## src/rtl/multicycle_control_pkg.sv

```systemverilog
// rtl/multicycle_control_pkg.sv - shared states, opcodes and select encodings for the multicycle controller
package multicycle_control_pkg;

  typedef enum logic [3:0] {
    ST_IDLE     = 4'd0,
    ST_FETCH    = 4'd1,
    ST_DECODE   = 4'd2,
    ST_MEM_ADDR = 4'd3,
    ST_MEM_RD   = 4'd4,
    ST_MEM_WB   = 4'd5,
    ST_MEM_WR   = 4'd6,
    ST_EXEC_R   = 4'd7,
    ST_EXEC_I   = 4'd8,
    ST_ALU_WB   = 4'd9,
    ST_BRANCH   = 4'd10,
    ST_TRAP     = 4'd11
  } state_t;

  localparam logic [6:0] OP_LOAD   = 7'b0000011;
  localparam logic [6:0] OP_STORE  = 7'b0100011;
  localparam logic [6:0] OP_RTYPE  = 7'b0110011;
  localparam logic [6:0] OP_ITYPE  = 7'b0010011;
  localparam logic [6:0] OP_BRANCH = 7'b1100011;

  localparam logic [1:0] ALUOP_ADD   = 2'b00;
  localparam logic [1:0] ALUOP_SUB   = 2'b01;
  localparam logic [1:0] ALUOP_FUNCT = 2'b10;

  localparam logic [1:0] SRCB_RS2  = 2'b00;
  localparam logic [1:0] SRCB_FOUR = 2'b01;
  localparam logic [1:0] SRCB_IMM  = 2'b10;
  localparam logic [1:0] SRCB_BOFF = 2'b11;

endpackage

```

## src/rtl/multicycle_control.sv

```systemverilog
// rtl/multicycle_control.sv - RV32I multi-cycle main controller with memory wait-state handshake
module multicycle_control
  import multicycle_control_pkg::*;
(
  input  logic       clk,
  input  logic       reset,
  input  logic [6:0] opcode,
  input  logic       mem_ready,
  output logic       pc_write,
  output logic       pc_write_cond,
  output logic       pc_source,
  output logic       ir_write,
  output logic       i_or_d,
  output logic       mem_read,
  output logic       mem_write,
  output logic       mem_to_reg,
  output logic       reg_write,
  output logic       alu_src_a,
  output logic [1:0] alu_src_b,
  output logic [1:0] ALUOp,
  output logic       instr_done,
  output logic       illegal
);

  state_t state, state_next;

  always_ff @(posedge clk) begin
    if (reset) state <= ST_IDLE;
    else       state <= state_next;
  end

  always_comb begin
    state_next    = state;
    pc_write      = 1'b0;
    pc_write_cond = 1'b0;
    pc_source     = 1'b0;
    ir_write      = 1'b0;
    i_or_d        = 1'b0;
    mem_read      = 1'b0;
    mem_write     = 1'b0;
    mem_to_reg    = 1'b0;
    reg_write     = 1'b0;
    alu_src_a     = 1'b0;
    alu_src_b     = SRCB_RS2;
    ALUOp         = ALUOP_ADD;
    instr_done    = 1'b0;
    illegal       = 1'b0;

    case (state)
      ST_IDLE: state_next = ST_FETCH;
      ST_FETCH: begin
        // request stays up across wait states; IR/PC load only in the ready cycle
        mem_read  = 1'b1;
        alu_src_b = SRCB_FOUR;
        if (mem_ready) begin
          ir_write   = 1'b1;
          pc_write   = 1'b1;
          state_next = ST_DECODE;
        end
      end
      ST_DECODE: begin
        alu_src_b = SRCB_BOFF;
        case (opcode)
          OP_LOAD, OP_STORE: state_next = ST_MEM_ADDR;
          OP_RTYPE:          state_next = ST_EXEC_R;
          OP_ITYPE:          state_next = ST_EXEC_I;
          OP_BRANCH:         state_next = ST_BRANCH;
          default:           state_next = ST_TRAP;
        endcase
      end
      ST_MEM_ADDR: begin
        alu_src_a  = 1'b1;
        alu_src_b  = SRCB_IMM;
        state_next = (opcode == OP_STORE) ? ST_MEM_WR : ST_MEM_RD;
      end
      ST_MEM_RD: begin
        mem_read = 1'b1;
        i_or_d   = 1'b1;
        if (mem_ready) state_next = ST_MEM_WB;
      end
      ST_MEM_WB: begin
        reg_write  = 1'b1;
        mem_to_reg = 1'b1;
        instr_done = 1'b1;
        state_next = ST_FETCH;
      end
      ST_MEM_WR: begin
        mem_write = 1'b1;
        i_or_d    = 1'b1;
        if (mem_ready) begin
          instr_done = 1'b1;
          state_next = ST_FETCH;
        end
      end
      ST_EXEC_R: begin
        alu_src_a  = 1'b1;
        ALUOp      = ALUOP_FUNCT;
        state_next = ST_ALU_WB;
      end
      ST_EXEC_I: begin
        alu_src_a  = 1'b1;
        alu_src_b  = SRCB_IMM;
        state_next = ST_ALU_WB;
      end
      ST_ALU_WB: begin
        reg_write  = 1'b1;
        instr_done = 1'b1;
        state_next = ST_FETCH;
      end
      ST_BRANCH: begin
        alu_src_a     = 1'b1;
        ALUOp         = ALUOP_SUB;
        pc_write_cond = 1'b1;
        pc_source     = 1'b1;
        instr_done    = 1'b1;
        state_next    = ST_FETCH;
      end
      ST_TRAP: illegal = 1'b1;
      default: state_next = ST_IDLE;
    endcase
  end

endmodule
```

## config.mk

```make
export PLATFORM = sky130hd
export DESIGN_NAME = multicycle_control
export DESIGN_NICKNAME = d
export VERILOG_FILES = /design/src/rtl/multicycle_control_pkg.sv /design/src/rtl/multicycle_control.sv
export SDC_FILE = /design/constraint.sdc
export NUM_CORES = 1
export LEC_CHECK = 0
export ABC_AREA = 1
export CORE_AREA = 3 3 40 42
export DETAILED_ROUTE_END_ITERATION = 12
export DIE_AREA = 0 0 43 45
export HOLD_SLACK_MARGIN = 0.08
export PLACE_DENSITY = 0.82
export SLEW_MARGIN = 5
export SYNTH_ARGS = -nofsm -noshare
export SYNTH_HDL_FRONTEND = slang
export SYNTH_SLANG_ARGS = --single-unit
```

## constraint.sdc

```tcl
create_clock -name clk -period 1.25 [get_ports clk]
set_input_delay 0.1875 -clock clk [delete_from_list [all_inputs] [get_ports clk]]
set_output_delay 0.1875 -clock clk [all_outputs]
set_load 0.005 [all_outputs]
```

==> impl_metrics.env, run 1 <==
export IMPL_gp_congestion=0.8165
export IMPL_slowest_stage="dfxtp_4"
export IMPL_crit_path_frequent_cell="buf_6"
export IMPL_r2r_start="state[2]$_SDFFE_PP0P_"
export IMPL_yosysTopAreaCellShare_pct=18.08
export IMPL_die_width_um=43
export IMPL_worst_r2r_path_depth=9
export IMPL_clockRootBuffer="clkbuf_4"
export IMPL_largest_reg_flops=4
export IMPL_grt_pass1_wl_um=4160
export IMPL_p_sw_share_pct=48.10
export IMPL_setup_viol=20
export IMPL_worst_pin_slew_ns=0.2060
export IMPL_cp_end_kind="output pin"
export IMPL_post_route_util_pct=97.18
export IMPL_netlist_area_um2=456.7
export IMPL_synthTopCellsByArea="nand2_1, dfxtp_1, nor2_1"
export IMPL_holdWs_ns=0.6016
export IMPL_dieHeight_um=45
export IMPL_hold_class="input pin to flip-flop"
export IMPL_relSlewSlack_pct=86.23
export IMPL_top_register="state"
export IMPL_startpoint="state[2]$_SDFFE_PP0P_"
export IMPL_synth_compound_area_share_pct=13.70
export IMPL_ir_drop_mv=1.382
export IMPL_ant_nets=0
export IMPL_drv_cap=0
export IMPL_leakage_nw=0.6570
export IMPL_yosysTopAreaCell="nand2_1"
export IMPL_syn_num_nets=98
export IMPL_grt_max_degree=6
export IMPL_vias=988
export IMPL_cp_start_kind="flip-flop"
export IMPL_regToRegSetupSlack_ns=-0.27
export IMPL_p_sw_w=0.001321
export IMPL_crit_path_max_fanout=4
export IMPL_hold_viol=0
export IMPL_post_place_ws_ns=-0.3676
export IMPL_clock_latency_ns=0.24
export IMPL_syn_to_final_growth_pct=173.4
export IMPL_pin_count=26
export IMPL_cts_tree="done"
export IMPL_nNetsFinal=167
export IMPL_whs_endpoint="state[2]$_SDFFE_PP0P_"
export IMPL_clkSinkCount=4
export IMPL_slowest_delay_ns=0.39
export IMPL_synth_cell_type_count=17
export IMPL_total_power_w=0.002747
export IMPL_yosysWarnings=0
export IMPL_synth_area_per_cell_um2=5.190
export IMPL_worstPathRequired_ns=1.06
export IMPL_first_pass_iters=5
export IMPL_powerDensity_nw_per_um2=2200
export IMPL_core_area_um2=1285
export IMPL_layout_min_cycle_time_ns=1.571
export IMPL_synth_mux_area_share_pct=0
export IMPL_std_cell_rows=13
export IMPL_layout_drive_gt1_share_pct=64.52
export IMPL_cts_buffers=3
export IMPL_crit_chain="inv_4 > nand2_8 > nor2_4 > buf_6 > buf_6 > nor2_2 > nand2_1 > buf_2"
export IMPL_hp_start="reset"
export IMPL_setup_ws_ns=-0.3214
export IMPL_failed_checks="setup timing"
export IMPL_drc=0
export IMPL_status="complete, but fails checks"
export IMPL_rsz0062_at_grt="true"
export IMPL_initial_core_util_pct=35.54
export IMPL_synth_simple_area_share_pct=50.68
export IMPL_n_antenna_cell=0
export IMPL_hpwl_um=1322
export IMPL_max_freq_ghz=0.6364
export IMPL_syn_inst=88
export IMPL_path_clk_slew_ns=0.04
export IMPL_drt_iter0_drc=71
export IMPL_top_regs="state (4)"
export IMPL_antenna_found_initial=0
export IMPL_synth_fa_ha_area_share_pct=0
export IMPL_grt_pass1_vias=903
export IMPL_via_per_inst=5.812
export IMPL_wl_per_cell_um=21.68
export IMPL_routed_wl_um=3685
export IMPL_synth_xor_area_share_pct=0
export IMPL_power_frac_clock_pct=6.5
export IMPL_die_area_um2=1935
export IMPL_ys_seq_area_share_pct=17.53
export IMPL_htree_levels=1
export IMPL_portBuffers=25
export IMPL_finalClockSkew_ns=0.001068
export IMPL_share_comb_of_total_power_pct=80.9
export IMPL_rr_endpoint="state[1]$_SDFFE_PP0P_"
export IMPL_final_max_slew_viol_count=0
export IMPL_critPathKind="flip-flop to output pin"
export IMPL_overflow=0
export IMPL_seq_power_share_pct=12.6
export IMPL_min_period_over_period_pct=125.7
export IMPL_ys_ff_latch=4
export IMPL_arrival_ns=1.38
export IMPL_grt_util_all_layers_pct=28.98
export IMPL_hold_depth=2
export IMPL_synth_top_family_by_area="simple AND/OR/NAND/NOR gates"
export IMPL_cts_buffer_depth=2
export IMPL_p_int_w=0.001426
==> final cells by class <==
class	count	area (um2)
Tap cell	15	18.77
Multi-Input combinational cell	65	462.9
Inverter	16	70.07
Timing Repair Buffer	67	579.3
Clock buffer	3	22.52
Fill cell	21	36.28
Sequential cell	4	95.09
==> critical path, delay by kind of cell, from the launching register on <==
family	cells	cell delay (ns)
buf+inv	4	0.42
flops	1	0.39
simple gates	4	0.32
==> worst max path at each step <==
stage                             to  slack [ns]  cells after the start
final                      alu_src_a       -0.32                      8
after global routing       alu_src_a       -0.31                      7
after CTS                 instr_done       -0.19                      6
after detailed placement  instr_done       -0.37                      6
after global placement     pc_source       -0.32                      5
after floorplan           instr_done        0.13                      4
==> cells in the final DEF, fill, tap and decap left out, types with 2 or more instances in the layout <==
master and instances:
clkbuf_4 3, inv_1 10, inv_4 2, nand4_1 2, buf_4 26, a21oi_2 3, a21oi_1 2, clkdlybuf4s50_1 9
inv_2 3, nand3_1 6, nand2_1 16, buf_6 19, dfxtp_4 4, nand2_8 2, nor2_4 10, buf_2 11
nand2_4 5, nor2_1 5, nor2_2 6
==> routing by layer <==
metal	track usage, %	routed length, um
met5	0	0
met4	12.05	278
met3	8.765	474
met2	53.59	1708
met1	30.60	1224
==> cells in the mapped netlist, drive strengths merged <==
| library cell | instances |
|---|---|
| nand3 | 6 |
| o22ai | 1 |
| nand2 | 24 |
| o21ai | 3 |
| a21oi | 5 |
| a211o | 1 |
| o21bai | 1 |
| buf | 3 |
| nor2 | 21 |
| nand4 | 2 |
| inv | 16 |
| dfxtp | 4 |
| nor3 | 1 |
==> kinds of logic after synthesis <==
family                 count (synthesis)
buffers and inverters                 19
flip-flops                             4
AO/OA/AOI/OAI                         11
AND/OR/NAND/NOR                       54
==> per-stage QoR <==
stage          TNS (ns)  instance area [um2]  instances
2_1_floorplan         0                456.7         88
3_3_place_gp     -4.517                868.3        147
3_5_place_dp     -5.292                868.3        147
4_1_cts          -1.391                 1067        161
5_1_grt          -4.400                 1249        170
6_report         -3.872                 1249        170
==> power groups by stage <==
| stage | registers [W] | clock network, W | logic [W] |
|---|---|---|---|
| 2_1_floorplan | 0.000224 | 0 | 0.000519 |
| 3_3_place_gp | 0.000225 | 0 | 0.00117 |
| 3_5_place_dp | 0.000230 | 0 | 0.00120 |
| 4_1_cts | 0.000296 | 0.000161 | 0.00156 |
| 5_1_grt | 0.000345 | 0.000183 | 0.00231 |
| 6_report | 0.000346 | 0.000178 | 0.00222 |
==> repair_timing <==
| action | 4_1_cts | 5_1_grt |
|---|---|---|
| setup buffers | 16 | 11 |
| hold buffers | 0 | 0 |
| gates resized for setup | 110 | 32 |
| setup endpoints to repair | 19 | 20 |
| endpoints found under the hold margin | 0 | 0 |
| pin swaps | 15 | 14 |
Note: power is estimated with default switching activity, not from simulation.
==> run 2, diff against run 1 <==
--- a/config.mk
+++ b/config.mk
@@ -10,8 +10,8 @@
 export DETAILED_ROUTE_END_ITERATION = 12
 export DIE_AREA = 0 0 43 45
 export HOLD_SLACK_MARGIN = 0.08
-export PLACE_DENSITY = 0.82
-export SLEW_MARGIN = 5
+export PLACE_DENSITY = 0.78
+export SLEW_MARGIN = 30
 export SYNTH_ARGS = -nofsm -noshare
 export SYNTH_HDL_FRONTEND = slang
 export SYNTH_SLANG_ARGS = --single-unit
==> run 2 against run 1 <==
Effect of this change: clock skew grew 0.0053 ns; global-route usage shrank 0.86 points; the flow still finishes with violations (setup timing); sequential share of layout area is 0.60 points higher; highest routed layer unchanged; first-iteration DRC count shrank 31%; utilization down 7.1 points; critical path depth fell by 3; largest power group unchanged.
==> impl_metrics.env, run 2 (synthesis results as in run 1) <==
export IMPL_status="complete, but fails checks"
export IMPL_failed_checks="setup timing"
export IMPL_dp_cells=146
export IMPL_hold_class="input pin to flip-flop"
export IMPL_regToRegSetupSlack_ns=-0.13
export IMPL_via_per_inst=5.863
export IMPL_worst_r2r_path_depth=10
export IMPL_cts_hold_fix_buffers=0
export IMPL_holdWs_ns=0.5950
export IMPL_clock_latency_ns=0.24
export IMPL_worst_pin_slew_ns=0.2449
export IMPL_initial_core_util_pct=35.54
export IMPL_setup_viol=20
export IMPL_grt_pass1_wl_um=4029
export IMPL_slowest_delay_ns=0.35
export IMPL_grt_pass1_vias=870
export IMPL_die_width_um=43
export IMPL_std_cell_rows=13
export IMPL_relSlewSlack_pct=83.50
export IMPL_first_pass_iters=4
export IMPL_hold_depth=2
export IMPL_core_area_um2=1285
export IMPL_min_period_over_period_pct=122.2
export IMPL_crit_chain="inv_4 > nand2_4 > buf_4 > o21ai_0 > buf_2"
export IMPL_nFillCells=56
export IMPL_top_register="state"
export IMPL_path_clk_slew_ns=0.04
export IMPL_critPathKind="flip-flop to output pin"
export IMPL_overflow=0
export IMPL_crit_path_max_fanout=4
export IMPL_nNetsFinal=157
export IMPL_layout_min_cycle_time_ns=1.528
export IMPL_vias=938
export IMPL_max_freq_ghz=0.6546
export IMPL_antenna_found_initial=0
export IMPL_worstPathRequired_ns=1.06
export IMPL_drt_iter0_drc=49
export IMPL_hp_start="reset"
export IMPL_grt_max_degree=6
export IMPL_die_area_um2=1935
export IMPL_cp_end_kind="output pin"
export IMPL_dieHeight_um=45
export IMPL_cts_buffers=3
export IMPL_cts_tree="done"
export IMPL_cp_start_kind="flip-flop"
export IMPL_r2r_start="state[0]$_SDFFE_PP0P_"
export IMPL_fin_cells=160
export IMPL_ir_drop_mv=1.380
export IMPL_htree_levels=1
export IMPL_whs_endpoint="state[0]$_SDFFE_PP0P_"
export IMPL_gp_congestion=0.7849
export IMPL_ant_nets=0
export IMPL_pin_count=26
export IMPL_grt_util_all_layers_pct=28.12
export IMPL_portBuffers=25
export IMPL_hpwl_um=1241
export IMPL_rr_endpoint="state[3]$_SDFFE_PP0P_"
export IMPL_drv_cap=0
export IMPL_setup_ws_ns=-0.2776
export IMPL_layout_drive_gt1_share_pct=61.38
export IMPL_clockRootBuffer="clkbuf_4"
export IMPL_routed_wl_um=3119
export IMPL_cts_buffer_depth=2
export IMPL_clkSinkCount=4
export IMPL_powerDensity_nw_per_um2=1934
export IMPL_final_max_slew_viol_count=0
export IMPL_top_regs="state (4)"
export IMPL_largest_reg_flops=4
export IMPL_final_common_cell="buf_4"
export IMPL_rsz0062_at_grt="true"
export IMPL_wl_per_cell_um=19.49
export IMPL_arrival_ns=1.34
export IMPL_drc=0
export IMPL_syn_to_final_growth_pct=153.4
export IMPL_leakage_nw=0.6070
export IMPL_hold_viol=0
export IMPL_n_antenna_cell=0
export IMPL_tns_ns=-2.722
export IMPL_finalClockSkew_ns=0.006326
export IMPL_layout_common_cells="buf_4, buf_6, nand2_1"
export IMPL_slowest_stage="dfxtp_4"
-- run 2: metrics by stage --
step                total power, W  instance area (um2)  utilization (%)  worst slack [ns]
global route              0.002346                 1157            90.07           -0.3297
CTS                       0.001847                 1067            83.06           -0.1360
floorplan                0.0007431                456.7                -            0.1272
global placement          0.001370                860.8            66.99           -0.3016
finish                    0.002239                 1157            90.07           -0.2776
detailed placement        0.001397                860.8            66.99           -0.3408
-- run 2: power by group --
| group | internal [W] | switching (W) | leakage (nW) |
|---|---|---|---|
| combinational | 0.000810 | 0.000941 | 0.558 |
| clock | 0.000107 | 0.0000527 | 0.0138 |
| sequential | 0.000205 | 0.000122 | 0.0356 |
| total | 0.00112 | 0.00112 | 0.607 |
-- run 2: timing repair --
| item | CTS | global route |
|---|---|---|
| endpoints found under the setup margin | 20 | 20 |
| pin swaps | 14 | 16 |
| setup buffers | 10 | 4 |
| gates resized for setup | 108 | 27 |
-- run 2: area by class of cell --
type	instances	area, um2	area share (%)
well taps	15	18.77	1.622
repair buffers	57	493.0	42.59
inverters	16	70.07	6.054
multi-input cells	65	457.9	39.57
flip-flops and latches	4	95.09	8.216
clock buffers	3	22.52	1.946
-- run 2: per-layer routing --
metal / global-route usage, % / vias to the layer above / part of all wire [%]
met5: 0 / - / 0
met4: 20.48 / 0 / 6.6
met3: 5.179 / 31 / 12
met2: 48.20 / 95 / 48
met1: 31.25 / 424 / 33
li1: - / 388 / -
-- run 2: worst max-delay path by stage --
stage	from	to	slack, ns
final	state[0]$_SDFFE_PP0P_	alu_src_b[0]	-0.28
after global routing	state[0]$_SDFFE_PP0P_	alu_src_b[0]	-0.33
after CTS	state[2]$_SDFFE_PP0P_	instr_done	-0.14
after detailed placement	mem_ready	ir_write	-0.34
after global placement	state[3]$_SDFFE_PP0P_	pc_source	-0.30
after floorplan	state[0]$_SDFFE_PP0P_	instr_done	0.13
-- run 2: worst max-delay path: cells and delay by family, from the launching register on --
kind                   cells  cell delay [ns]
and+or+nand+nor            1             0.08
buffers and inverters      3             0.44
AOI/OAI and AO/OA          1             0.24
DFF                        1             0.35
